### src/rtl/lut_cfg_pkg.sv
// Shared types and constants for the serial LUT configuration loader.
// Frame geometry: 8 LUTs x 16 entries, one payload bit per entry.
package lut_cfg_pkg;

  typedef enum logic [1:0] {
    HUNT,
    LOAD,
    CHECK
  } state_t;

  localparam int NUM_LUTS = 8;
  localparam int LUT_DEPTH = 16;
  localparam int PAYLOAD_BITS = NUM_LUTS * LUT_DEPTH;
  localparam logic [7:0] DEF_SYNC_BYTE = 8'hA5;

endpackage

### src/rtl/sync_edge_det.sv
// Multi-flop synchronizer for the serial clock/data pair plus a
// registered rising-edge detector on the clock; data takes the same delay.
module sync_edge_det #(
  parameter int STAGES = 2
) (
  input  logic clk,
  input  logic rst,
  input  logic sck,
  input  logic sdi,
  output logic rise,
  output logic sdi_q
);

  logic [STAGES-1:0] sck_s;
  logic [STAGES-1:0] sdi_s;
  logic              prev;

  always_ff @(posedge clk) begin
    if (rst) begin
      sck_s <= '0;
      sdi_s <= '0;
      prev  <= 1'b0;
      rise  <= 1'b0;
      sdi_q <= 1'b0;
    end else begin
      sck_s <= {sck_s[STAGES-2:0], sck};
      sdi_s <= {sdi_s[STAGES-2:0], sdi};
      prev  <= sck_s[STAGES-1];
      rise  <= sck_s[STAGES-1] & ~prev;
      sdi_q <= sdi_s[STAGES-1];
    end
  end

endmodule

### src/rtl/lut_cfg_loader.sv
// Serial bitstream loader: hunts for a sync byte, streams 128 payload
// bits out as LUT write strobes, then verifies a trailing byte checksum.
module lut_cfg_loader
  import lut_cfg_pkg::*;
#(
  parameter logic [7:0] SYNC_BYTE = DEF_SYNC_BYTE,
  parameter int SYNC_STAGES = 2,
  parameter int TIMEOUT_CYCLES = 4096
) (
  input  logic       clk,
  input  logic       rst,
  input  logic       cfg_sck,
  input  logic       cfg_sdi,
  output logic       wr_en,
  output logic [2:0] wr_lut,
  output logic [3:0] wr_addr,
  output logic       wr_data,
  output logic       busy,
  output logic       cfg_valid,
  output logic       cfg_err
);

  localparam int TW = $clog2(TIMEOUT_CYCLES);
  localparam logic [TW-1:0] TMAX = TW'(TIMEOUT_CYCLES - 1);
  localparam logic [6:0] LAST_BIT = 7'(PAYLOAD_BITS - 1);

  state_t        state;
  state_t        state_nxt;
  logic          rise;
  logic          bit_in;
  logic [7:0]    sr;
  logic [7:0]    sr_nxt;
  logic [7:0]    sum;
  logic [6:0]    cnt;
  logic [TW-1:0] tmo;
  logic [TW-1:0] tmo_nxt;
  logic          tmo_hit;
  logic          sync_hit;
  logic          load_last;
  logic          chk_last;

  sync_edge_det #(
    .STAGES (SYNC_STAGES)
  ) u_sync (
    .clk   (clk),
    .rst   (rst),
    .sck   (cfg_sck),
    .sdi   (cfg_sdi),
    .rise  (rise),
    .sdi_q (bit_in)
  );

  assign sr_nxt    = {sr[6:0], bit_in};
  assign sync_hit  = rise && (state == HUNT) && (sr_nxt == SYNC_BYTE);
  assign load_last = rise && (state == LOAD) && (cnt == LAST_BIT);
  assign chk_last  = rise && (state == CHECK) && (cnt[2:0] == 3'd7);

  // An edge in the expiring cycle wins over the timeout.
  assign tmo_hit = (state != HUNT) && !rise && (tmo == TMAX);
  assign tmo_nxt = rise ? '0
                 : (tmo == TMAX) ? tmo
                 : tmo + TW'(1);

  always_ff @(posedge clk) begin
    if (rst) state <= HUNT;
    else     state <= state_nxt;
  end

  always_comb begin
    state_nxt = state;
    unique case (state)
      HUNT: begin
        if (sync_hit) state_nxt = LOAD;
      end
      LOAD: begin
        if (tmo_hit)        state_nxt = HUNT;
        else if (load_last) state_nxt = CHECK;
      end
      CHECK: begin
        if (tmo_hit || chk_last) state_nxt = HUNT;
      end
      default: state_nxt = HUNT;
    endcase
  end

  always_comb begin
    busy = (state != HUNT);
  end

  always_ff @(posedge clk) begin
    if (rst) begin
      sr        <= '0;
      sum       <= '0;
      cnt       <= '0;
      tmo       <= '0;
      wr_en     <= 1'b0;
      wr_lut    <= '0;
      wr_addr   <= '0;
      wr_data   <= 1'b0;
      cfg_valid <= 1'b0;
      cfg_err   <= 1'b0;
    end else begin
      wr_en <= 1'b0;
      if (rise) sr <= sr_nxt;
      unique case (state)
        HUNT: begin
          tmo <= '0;
          if (sync_hit) begin
            cnt       <= '0;
            sum       <= '0;
            cfg_valid <= 1'b0;
            cfg_err   <= 1'b0;
          end
        end
        LOAD: begin
          tmo <= tmo_nxt;
          if (tmo_hit) cfg_err <= 1'b0 | 1'b1;
          if (rise) begin
            wr_en   <= 1'b1;
            wr_lut  <= cnt[6:4];
            wr_addr <= cnt[3:0];
            wr_data <= bit_in;
            cnt     <= cnt + 7'd1;
            if (cnt[2:0] == 3'd7) sum <= sum + sr_nxt;
          end
        end
        CHECK: begin
          tmo <= tmo_nxt;
          if (tmo_hit) cfg_err <= 1'b1;
          if (rise) cnt <= cnt + 7'd1;
          if (chk_last) begin
            if (sr_nxt == sum) cfg_valid <= 1'b1;
            else               cfg_err   <= 1'b1;
          end
        end
        default: tmo <= '0;
      endcase
    end
  end

endmodule

### config.mk
export PLATFORM = sky130hd
export DESIGN_NAME = lut_cfg_loader
export DESIGN_NICKNAME = d
export VERILOG_FILES = /design/src/rtl/lut_cfg_pkg.sv /design/src/rtl/sync_edge_det.sv /design/src/rtl/lut_cfg_loader.sv
export SDC_FILE = /design/constraint.sdc
export NUM_CORES = 1
export LEC_CHECK = 0
export ABC_AREA = 1
export BUFFER_PORTS_ARGS = -buffer_cell sky130_fd_sc_hd__buf_2
export CORE_MARGIN = 2
export CORE_UTILIZATION = 51
export CTS_CLUSTER_DIAMETER = 100
export CTS_CLUSTER_SIZE = 8
export DETAILED_ROUTE_END_ITERATION = 6
export HOLD_SLACK_MARGIN = 0.05
export PLACE_DENSITY = 0.77
export SLEW_MARGIN = 20
export SYNTH_ARGS = -nofsm -noshare
export SYNTH_HDL_FRONTEND = slang
export SYNTH_HIERARCHICAL = 1
export SYNTH_SLANG_ARGS = --single-unit
### constraint.sdc
create_clock -name clk -period 2.1 [get_ports clk]
set_clock_uncertainty 0.05 [all_clocks]
set_input_delay 0.105 -clock clk [delete_from_list [all_inputs] [get_ports clk]]
set_output_delay 0.105 -clock clk [all_outputs]
set_load 0.02 [all_outputs]
* After elaboration in Yosys (flattened, before gate mapping)
Cells that the tools add are included.
Operators by class: $add $sub $neg 3, multiply operators 0, div/mod/pow operators 0, $lt $le $gt $ge 0, eq/ne operators 15, shift-type cells 0, multiplexer cells 21, bitwise gates (word level) 4, reduce and logical (&&, ||, !) cells 25
Operators by type and width (number):
- $mux 8 | 3
- $pmux 8 s2 | 1
- $mux 7 | 2
- $pmux 7 s2 | 1
- $add 12x1->12 const B | 1
- $eq 12x12->1 const B | 1
- $ne 2x1->1 const B | 5
- $add 8x8->8 | 1
- $eq 8x8->1 | 1
- $eq 8x8->1 const B | 1
- $logic_and 1x1->1 | 8
- $mux 2 | 4
- $reduce_and 4->1 | 2
- $reduce_bool 2->1 | 4
- $add 7x1->7 const B | 1
- $eq 7x7->1 const B | 1
- $mux 1 | 7
- $pmux 2 s3 | 1
- $reduce_and 3->1 | 2
- $ne 2x2->1 const B | 2
- $reduce_and 2->1 | 2
- $reduce_or 2->1 | 2
- $eq 3x3->1 const B | 1
- $ne 3x3->1 const B | 1
- 11 further kinds | 13
Storage, ports and cells: flip-flop bits (word level) 54, bits in latches 0, bits in writable memories 0, memory bits (read-only) 0, input bits 4, output and inout bits 12, word-level logic and storage cells 84, memories kept 0

* Depth between registers and ports, before layout
word-level depth 7, gate-level depth with buffers 10, gate-level depth less buffers 10

* Cells and area by module
The synthesis kept the hierarchy.
Modules (own cells, without submodules):
- lut_cfg_loader | times used 1, cells an instance 358, area an instance 2494.9 um2, sequential area each 940.9 um2
- sync_edge_det | times used 1, cells an instance 21, area an instance 195.2 um2, sequential area each 140.1 um2

* Least setup slack after synthesis
No wires, ideal clock.
path kind reg2reg, start register state[0], end register cnt[0], setup time 116 ps, arrival time 1410 ps, required time 1934 ps, path slack 524 ps, cell stages (with the launch flop) 9, buffers on the path 0, clock period less this slack 1576 ps, cell sequence dfxtp_1 inv_1 ha_1 inv_1 nor2_1 a21oi_2 nand2_4 o21ai_0 nor2_1
On the way: word-level cells in the longest chain between the ends 5, elaborated cells on any way between the ends 11, classes of those cells eq/ne: 4; mux: 1; reduce/logical: 6
RTL lines:
- start: declaration | RTL line lut_cfg_loader.sv:27 | state_t state;
- start signal: assignment | RTL line lut_cfg_loader.sv:66 | else state <= state_nxt;
- $logic_not 2->1 | RTL line lut_cfg_loader.sv:54, lut_cfg_loader.sv:105
- $logic_and 1x1->1 (2 in series) | RTL line lut_cfg_loader.sv:54 | assign sync_hit = rise && (state == HUNT) && (sr_nxt == SYNC_BYTE);
- $ne 2x2->1 (no source line)
- $reduce_and 3->1 (no source line)
- end signal: assignment | RTL line lut_cfg_loader.sv:123 | cnt <= cnt + 7'd1;
- end signal: assignment | RTL line lut_cfg_loader.sv:130 | if (rise) cnt <= cnt + 7'd1;
- end: declaration | RTL line lut_cfg_loader.sv:34 | logic [6:0] cnt;
Parallel ways exist; a longest one is shown, timed or not. A chain may end at the register's enable or synchronous reset.

* Worst setup path after layout
start register state[0], end register cnt[1]
Same word-level chain as after synthesis.

==> results.sh <==
export IMPL_grt_remaining_overflow=0
export IMPL_fin_nets=422
export IMPL_critPathTopFamily="flip-flops"
export IMPL_tightest_slew_ns=0.3461
export IMPL_io_pins=16
export IMPL_run_status="completed"
export IMPL_cap_violations=0
export IMPL_cp_required_ns=2.28
export IMPL_synth_area_leader_cell="dfxtp_1"
export IMPL_tritoncts="built"
export IMPL_drt_iter0_markers=156
export IMPL_num_fill_cells=477
export IMPL_power_density_nw_per_um2=759.4
export IMPL_synthDistinctLibCells=32
export IMPL_placed_area_um2=2856
export IMPL_critical_path_class="flip-flop to flip-flop"
export IMPL_cts_buffer_depth=2
export IMPL_peakVddDrop_mv=0.4913
export IMPL_track_usage=0.1886
export IMPL_portBuffers=15
export IMPL_diodes=0
export IMPL_synth_nets=398
export IMPL_fin_setup_tns_ns=0
export IMPL_h_tree_depth=2
export IMPL_final_common_cell="nand2_1"
export IMPL_drc=0
export IMPL_hold_path_class="flip-flop to flip-flop"
export IMPL_die_area_um2=5871
export IMPL_worstSetupPathDepth=9
export IMPL_mostFrequentLayoutCells="nand2_1, dfxtp_1, nor2_1"
export IMPL_syn_avg_cell_area_um2=7.098
export IMPL_met1_length_um=2504
export IMPL_slowest_stage="dfxtp_1"
export IMPL_ys_seq_area_frac=0.4019
export IMPL_dp_hpwl_um=3951
export IMPL_worst_path_most_repeated_cell="inv_1"
export IMPL_max_stage_delay_ns=0.39
export IMPL_cts_sinks=54
export IMPL_dp_slack_ns=0.3003
export IMPL_drive_above_1_share=0.1141
export IMPL_top_layer="met4"
export IMPL_endpoint_kind="flip-flop"
export IMPL_drtAntennaViolNets=0
export IMPL_wl_met3_um=190
export IMPL_finalCriticalPeriod_ns=1.815
export IMPL_dieHeight_um=76.63
export IMPL_synth_top_area_share=0.4019
export IMPL_synthesis_area_um2=2690
export IMPL_clk_latency_ns=0.30
export IMPL_viasPerCell=5.089
export IMPL_slew_limit_headroom=0.7687
export IMPL_worst_slack_ns=0.2855
export IMPL_drv_slew=0
export IMPL_path_clk_slew_ns=0.09
export IMPL_avgRoutedWirePerCell_um=11.21
export IMPL_grt_pass1_vias=2181
export IMPL_vias=2407
export IMPL_synth_seq_cells=54
export IMPL_syn_to_final_growth_pct=11.49
export IMPL_core_area_um2=5107
export IMPL_fin_crit_sh=0.8640
export IMPL_min_path_cells=1
export IMPL_wl_met2_um=2415
export IMPL_firstDrtPassIters=4
export IMPL_cellLeakagePower_nw=1.423
export IMPL_die_w_um=76.63
export IMPL_num_rows=26
export IMPL_antenna_found_initial=0
export IMPL_final_core_util=0.5872
export IMPL_whs_ns=0.3406
export IMPL_cp_cell_sequence="inv_1 -> ha_1 -> inv_1 -> nor2_1 -> a21oi_2 -> nand2_4 -> clkinv_4 -> nand3_1 -> a21oi_1"
export IMPL_worst_path_buf_inv=3
export IMPL_wl_um=5301
export IMPL_setup_violations=0
export IMPL_initial_core_util=0.5267
export IMPL_hold_violations=0
export IMPL_rsz0062_at_grt="no"
export IMPL_cts_resized=0
export IMPL_reg2reg_depth=9
export IMPL_start_kind="flip-flop"
export IMPL_worst_ep_arrival_time_ns=2.00
export IMPL_seq_area_um2=1081
export IMPL_place_congestion=0.8723
export IMPL_design_area_um2=2999
export IMPL_cts_made_buffers=5
export IMPL_grt_pass1_wl_um=9156
export IMPL_grt_max_degree=23
export IMPL_cts_root_buffer_cell="clkbuf_8"
export IMPL_syn_inst=379
export IMPL_ys_warn_count=6
export IMPL_clock_fmax_ghz=0.5511
export IMPL_crit_fanout=8
export IMPL_synth_area_leaders="dfxtp_1, nand2_1, nor2_1"
export IMPL_multi_input_area_um2=1379
## cells by family (layout without fill, tap and decap cells)
family,Yosys count,in the layout,synth area share
and+or+nand+nor,187,187,0.3005
AOI/OAI and AO/OA,58,58,0.1167
buffers and inverters,58,82,0.08558
DFF,54,54,0.4019
adders and majority gates,15,15,0.07256
xor gates and xnor gates,7,7,0.02279
## per-layer routing
| layer | vias to the layer above | track usage |
|---|---|---|
| met5 | - | 0 |
| met4 | 0 | 0.1036 |
| met3 | 19 | 0.03555 |
| met2 | 49 | 0.3150 |
| met1 | 1088 | 0.2289 |
| li1 | 1251 | - |
## Yosys cell counts
library cell  instances
buf_2                 3
ha_1                 14
nand4_1               6
nand2_2               6
nor3_2                1
nand2_1              85
nor3b_1               1
clkbuf_1              1
nand3b_1              1
nand3_1              26
nand3_2               1
xor2_1                4
o21ai_0              22
inv_1                49
a21oi_2               1
nor2_1               51
o311a_1               1
inv_2                 3
buf_4                 1
or2_2                 3
nor2_2                2
a31oi_1               1
a21oi_1              30
fa_1                  1
nor3_1                3
a211oi_1              1
xnor2_1               3
clkinv_4              1
o21ai_1               1
nand2_4               1
a21oi_4               1
dfxtp_1              54
## report_power, final
group | switching [W] | total, W | internal, W
clock | 0.000320 | 0.000702 | 0.000382
sequential | 0.0000405 | 0.00111 | 0.00107
combinational | 0.000325 | 0.000468 | 0.000143
total | 0.000686 | 0.00228 | 0.00159
## layout make-up
class | instances | share of cell area
clock buffer | 6 | 0.02753
clock inverter | 1 | 0.01001
inverter | 53 | 0.06800
multi-input combinational | 267 | 0.4597
sequential | 54 | 0.3605
tap | 70 | 0.02920
timing repair buffer | 22 | 0.04506
## through the flow
stage                     power (W)  instances
after floorplan            0.001480        379
after global placement     0.001580        463
after detailed placement   0.001595        463
after CTS                  0.002298        473
after global routing       0.002392        473
final                      0.002277        473
## sequential cells by signal, indices dropped and copies added (netlist names)
register,flops
wr_addr,4
tmo,12
sum,8
wr_lut,3
cnt,7
u_sync/prev,1
state,2
cfg_valid,1
wr_data,1
u_sync/sdi_q,1
cfg_err,1
u_sync/sdi_s,2
wr_en,1
u_sync/sck_s,2
sr,7
u_sync/rise,1
## path summary, 6_finish.rpt
check	startpoint	slack, ns	end
max	state[0]	0.29	cnt[1]
min	u_sync/prev	0.34	u_sync/rise
max reg2reg	state[0]	0.29	cnt[1]
min reg2reg	u_sync/prev	0.34	u_sync/rise
## repair_timing
item | CTS | global route
hold buffers | 3 | 0
setup buffers | 0 | 0
hold endpoints to repair | 3 | 0
(Power assumes the default switching activity.)
